==> src/rtl/rgmii_rx_ddr_capture_if.sv <==
// Bus bundle for the RGMII receive capture stage.
//   d_in : DDR pin data from the PHY (rxd[3:0], rx_ctl in bit 4)
//   q1   : rising-edge sample, presented on the rising edge
//   q2   : falling-edge sample, presented on the same rising edge as q1
// The pad side (master) drives d_in and consumes q1/q2.
// The capture stage (slave) does the opposite.
interface rgmii_rx_ddr_capture_if #(
    parameter int DATA_WIDTH = 5
);
    logic [DATA_WIDTH-1:0] d_in;
    logic [DATA_WIDTH-1:0] q1;
    logic [DATA_WIDTH-1:0] q2;

    modport master (output d_in, input  q1, q2);
    modport slave  (input  d_in, output q1, q2);
endinterface

==> src/rtl/rgmii_rx_ddr_capture.sv <==
// RGMII receive DDR input capture (same-edge pipelined).
// d_in is sampled on both edges of the PHY rx clock. Both samples are then
// re-registered on the rising edge, so that q1/q2 change together and
// describe the same clock period.
// Ports:
//   clk   : PHY rx clock; this is the only clock
//   rst   : synchronous, active-high reset
//   o_clk : forwarded clock to the MAC, equal to clk, never gated
//   rx    : slave modport carrying d_in, q1 and q2
module rgmii_rx_ddr_capture #(
    parameter int   DATA_WIDTH = 5,
    parameter logic INIT_Q1    = 1'b0,
    parameter logic INIT_Q2    = 1'b0
) (
    input  logic                   clk,
    input  logic                   rst,
    output logic                   o_clk,
    rgmii_rx_ddr_capture_if.slave  rx
);
    localparam logic [DATA_WIDTH-1:0] INIT1 = {DATA_WIDTH{INIT_Q1}};
    localparam logic [DATA_WIDTH-1:0] INIT2 = {DATA_WIDTH{INIT_Q2}};

    // Declaration initialisers give the power-up state. They apply before
    // any reset, which matches the FPGA primitive's INIT attributes.
    logic [DATA_WIDTH-1:0] rise_q = INIT1;
    logic [DATA_WIDTH-1:0] fall_q = INIT2;
    logic [DATA_WIDTH-1:0] q1_q   = INIT1;
    logic [DATA_WIDTH-1:0] q2_q   = INIT2;
    logic [DATA_WIDTH-1:0] rise_d, fall_d, q1_d, q2_d;

    // Divide bypass: the MAC runs directly from the PHY clock.
    assign o_clk = clk;

    always_comb begin
        rise_d = rx.d_in;
        fall_d = rx.d_in;
        q1_d   = rise_q;
        q2_d   = fall_q;
    end

    always_ff @(posedge clk) begin
        if (rst) begin
            rise_q <= INIT1;
            q1_q   <= INIT1;
            q2_q   <= INIT2;
        end else begin
            rise_q <= rise_d;
            q1_q   <= q1_d;
            q2_q   <= q2_d;
        end
    end

    // Falling-edge sample. Its reset is seen on the falling edge, so a reset
    // held across a full period also clears the half-period data path.
    always_ff @(negedge clk) begin
        if (rst) fall_q <= INIT2;
        else     fall_q <= fall_d;
    end

    assign rx.q1 = q1_q;
    assign rx.q2 = q2_q;
endmodule

==> src/flat_wrapper.sv <==
// flat-port wrapper written by rule: the top's interface ports become plain ports
module rgmii_rx_ddr_capture_flat 
#(
    parameter int   DATA_WIDTH = 5,
    parameter logic INIT_Q1    = 1'b0,
    parameter logic INIT_Q2    = 1'b0
)
  (clk, rst, o_clk, rx_d_in, rx_q1, rx_q2);
  rgmii_rx_ddr_capture_if #(.DATA_WIDTH(DATA_WIDTH)) rx_i ();
  input  logic clk;
  input  logic rst;
  output logic o_clk;
  input wire logic [$bits(rx_i.d_in)-1:0] rx_d_in;
  output wire logic [$bits(rx_i.q1)-1:0] rx_q1;
  output wire logic [$bits(rx_i.q2)-1:0] rx_q2;
  assign rx_i.d_in = rx_d_in;
  assign rx_q1 = rx_i.q1;
  assign rx_q2 = rx_i.q2;
  rgmii_rx_ddr_capture #(.DATA_WIDTH(DATA_WIDTH), .INIT_Q1(INIT_Q1), .INIT_Q2(INIT_Q2)) u_core (.clk(clk), .rst(rst), .o_clk(o_clk), .rx(rx_i));
endmodule
==> config.mk <==
export PLATFORM = sky130hd
export DESIGN_NAME = rgmii_rx_ddr_capture_flat
export DESIGN_NICKNAME = d
export VERILOG_FILES = /design/src/rtl/rgmii_rx_ddr_capture_if.sv /design/src/rtl/rgmii_rx_ddr_capture.sv /design/src/flat_wrapper.sv
export SDC_FILE = /design/constraint.sdc
export NUM_CORES = 1
export LEC_CHECK = 0
export BUFFER_PORTS_ARGS = -buffer_cell sky130_fd_sc_hd__buf_2
export CAP_MARGIN = 20
export CORE_MARGIN = 2
export CORE_UTILIZATION = 35
export CTS_BUF_LIST = sky130_fd_sc_hd__clkbuf_8
export DETAILED_ROUTE_END_ITERATION = 12
export GPL_TIMING_DRIVEN = 0
export PLACE_DENSITY = 0.61
export SYNTH_ARGS = -nofsm -noshare
export SYNTH_HDL_FRONTEND = slang
export SYNTH_SLANG_ARGS = --single-unit
==> constraint.sdc <==
create_clock -name clk -period 0.8 [get_ports clk]
set_input_delay 0.2 -clock clk [delete_from_list [all_inputs] [get_ports clk]]
set_output_delay 0.2 -clock clk [all_outputs]
set_load 0.01 [all_outputs]
==> out/summary.txt <==
STA
--------------------------------------------------------------------------------------
Slew Limit Headroom                                                             90.89%
Worst Setup Slack, final                                                    -0.2303 ns
Final hold slack                                                            0.06231 ns
Final count of negative-setup-slack endpoints                                       16
Fin. max-slew vios                                                                   0
Summed negative setup slack over all endpoints                               -2.741 ns
Actual transition at the worst max-transition pin                            0.1366 ns
Number of hold-slack violations in the final timing report                           0
Setup repair after global routing missed its margin                               true
Clock Skews                                                                 0.08407 ns

DETAILED ROUTING
--------------------------------------------------------------------------------------
Vias                                                                               327
Initial DRC Count                                                                    8
DRC                                                                                  0
Post-route ant nets                                                                  0
Number of iterations in the first detailed-routing pass                              2
Final routed wirelength across all metal layers                                 703 µm
Routed len/inst                                                               8.788 µm
Via-per-instance ratio                                                           4.088

PWR
--------------------------------------------------------------------------------------
Net switching power of the design                                             513.9 µW
LEAKAGE                                                                      0.3828 nW
Share of total power in the clock network                                        49.5%
Total internal power                                                          1.802 mW
Worst VDD drop                                                                 1613 µV
Switching portion of total power                                                22.19%
Overall power                                                                 2.316 mW
Power share of the sequential group                                              45.6%
Power density of the placed cells                                          2957 nW/µm²
Combinational share of power                                                      4.9%

SETUP PATH
--------------------------------------------------------------------------------------
Data required time of the critical path                                        1.06 ns
Cell Chain, Critical Path                                                      and2b_2
Crit path DAT                                                                  1.29 ns
Largest delay contributor family on the critical path                       flip-flops
Crit-path max cell delay                                                       0.28 ns
Crit path max-delay cell type                                             sky130_fd_sc_hd__dfxtp_1
Buffers & Inverters on Critical Path                                                 0
Critical path startpoint category                                            flip-flop
Highest fanout seen on the critical path                                             1
Type of destination of the critical path                                     flip-flop
Worst setup path category                                                 flip-flop to flip-flop

FINISH
--------------------------------------------------------------------------------------
Post-route cell area                                                         783.3 µm²
Final instance count without filler cells                                           80
Number of inserted diodes                                                            0
Ratio of cells with drive above 1 in the final layout                           56.25%
Area growth from synthesis to layout                                            43.91%
Number of nets in the layout                                                        72
Fill cell count                                                                    129

DIE
--------------------------------------------------------------------------------------
Starting density of the core                                                    36.55%
Number of primary I/O pins                                                          18
Die span in y                                                                 43.44 µm
Area of the core                                                              1489 µm²
Row count                                                                           14
DIE WIDTH                                                                     43.44 µm
Die area                                                                      1887 µm²

LOGIC SYNTHESIS
--------------------------------------------------------------------------------------
Gate count after technology mapping                                                 38
Largest area contributor in the netlist                                   sky130_fd_sc_hd__dfxtp_1
Net count of the mapped netlist                                                     45
Average cell area after synthesis                                            14.32 µm²
Cell area after synthesis                                                    544.3 µm²
Cell types with the largest area share after synthesis                    sky130_fd_sc_hd__dfxtp_1 (74%), sky130_fd_sc_hd__nor2b_2 (11%), sky130_fd_sc_hd__and2b_2 (4.8%)
Netlist cell types                                                                   8
Top-area cell type share of the netlist area                                    73.56%
Seq cells post-synth                                                                20
Number of warnings issued by yosys                                                   0
Part of the Yosys area used for sequential elements                             73.56%

GRT
--------------------------------------------------------------------------------------
Global-route wire length before repair                                         1221 µm
GRT Total Usage                                                                 11.10%
GRT Residual Overflow                                                                0
Number of antenna violations at the first check in global routing                    0
Via count of the first global-routing pass                                         325
Pin count of the biggest net entering global routing                                13

CLOCKING
--------------------------------------------------------------------------------------
Post-CTS Hold Fix Bufs                                                               0
Clock tree from TritonCTS                                                          yes
Clock network latency to the later pin of the worst-skew pair                  0.44 ns
Clock slew at the register clock pins of the worst setup and hold paths        0.07 ns

PLACED DESIGN
--------------------------------------------------------------------------------------
Cell Count Post-Placement                                                           71
Instance area after placement                                                678.2 µm²
# port buffers                                                                      17
Post-DP HPWL                                                                  482.5 µm
Final estimated routing congestion in global placement                          0.5759

OUTCOME
--------------------------------------------------------------------------------------
Failing checks                                                            setup timing
Result of the run                                                         finished, violations left

WORST HOLD PATH
--------------------------------------------------------------------------------------
Path type of the worst min-delay path                                     primary input to flip-flop

RUN
--------------------------------------------------------------------------------------
Max-cap violations                                                                   0

layer usage:
metal / GRT usage, % / wire (µm) / share of wire, %
met5: 0 / 0 / 0
met4: 16.97 / 21 / 3.0
met3: 9.167 / 53 / 7.5
met2: 14.33 / 341 / 49
met1: 7.937 / 286 / 41
synth_stat cells:
| library cell | instances |
|---|---|
| sky130_fd_sc_hd__buf_4 | 1 |
| sky130_fd_sc_hd__and2b_1 | 2 |
| sky130_fd_sc_hd__buf_6 | 1 |
| sky130_fd_sc_hd__nor2b_2 | 7 |
| sky130_fd_sc_hd__inv_1 | 1 |
| sky130_fd_sc_hd__dfxtp_1 | 20 |
| sky130_fd_sc_hd__nor2b_1 | 3 |
| sky130_fd_sc_hd__and2b_2 | 3 |
cell usage in the layout, fill, tap and decap left out:
master	instances
sky130_fd_sc_hd__inv_1	5
sky130_fd_sc_hd__clkbuf_8	5
sky130_fd_sc_hd__and2b_1	2
sky130_fd_sc_hd__buf_6	3
sky130_fd_sc_hd__clkinvlp_4	1
sky130_fd_sc_hd__buf_2	14
sky130_fd_sc_hd__dfxtp_1	18
sky130_fd_sc_hd__nor2b_1	3
sky130_fd_sc_hd__buf_12	1
sky130_fd_sc_hd__dfxtp_2	2
sky130_fd_sc_hd__nor2b_2	3
sky130_fd_sc_hd__and2b_2	3
sky130_fd_sc_hd__nor2b_4	4
final cells by class:
cell class,count,area (µm²),area share (%)
plain buffers,1,20.02,2.556
clock buffers,6,80.08,10.22
well taps,16,20.02,2.556
repair buffers,16,92.59,11.82
multi-input cells,15,141.4,18.05
flip-flops and latches,20,402.9,51.44
clock inverters,6,26.28,3.355
cells by family (layout without fill, tap and decap cells):
group / Yosys count / after routing / share of synthesized area, %
simple gates: 15 / 15 / 22.30
buf+inv: 3 / 29 / 4.138
flops: 20 / 20 / 73.56
registers in the layout, indices dropped and copies added, names as in the netlist:
signal,flops
u_core.fall_q,5
u_core.rx.q2,5
u_core.q1_d,5
u_core.rx.q1,5
what timing repair did:
| action | 4_1_cts | 5_1_grt |
|---|---|---|
| setup endpoints to repair | 16 | 16 |
| buffers inserted | 0 | 0 |
| gates resized for setup | 3 | 2 |
| pin swaps | 0 | 0 |
power groups by stage:
stage          sequential (mW)  clock, mW  combinational (mW)
6_report                  1.05       1.15               0.114
5_1_grt                   1.06       1.31               0.124
4_1_cts                   1.05       1.33               0.114
3_5_place_dp              1.07      0.189               0.111
3_3_place_gp              1.07      0.189               0.111
2_1_floorplan             1.08      0.150              0.0590
through the flow:
stage                     worst slack [ns]  util [%]
after floorplan                    -0.1524         -
after global placement             -0.3142     45.55
after detailed placement           -0.3243     45.55
after CTS                          -0.2334     53.03
after global routing               -0.2465     52.61
final                              -0.2303     52.61
worst paths after layout:
check,start,endpoint,slack (ns),depth (start not counted)
max reg2reg,u_core.fall_q[4],u_core.rx.q2[4],-0.23,1
min,rx_d_in[3],u_core.q1_d[3],0.06,2
max,u_core.fall_q[4],u_core.rx.q2[4],-0.23,1
min reg2reg,u_core.q1_d[4],u_core.rx.q1[4],0.43,1
Note: power is estimated with default switching activity, not from simulation.
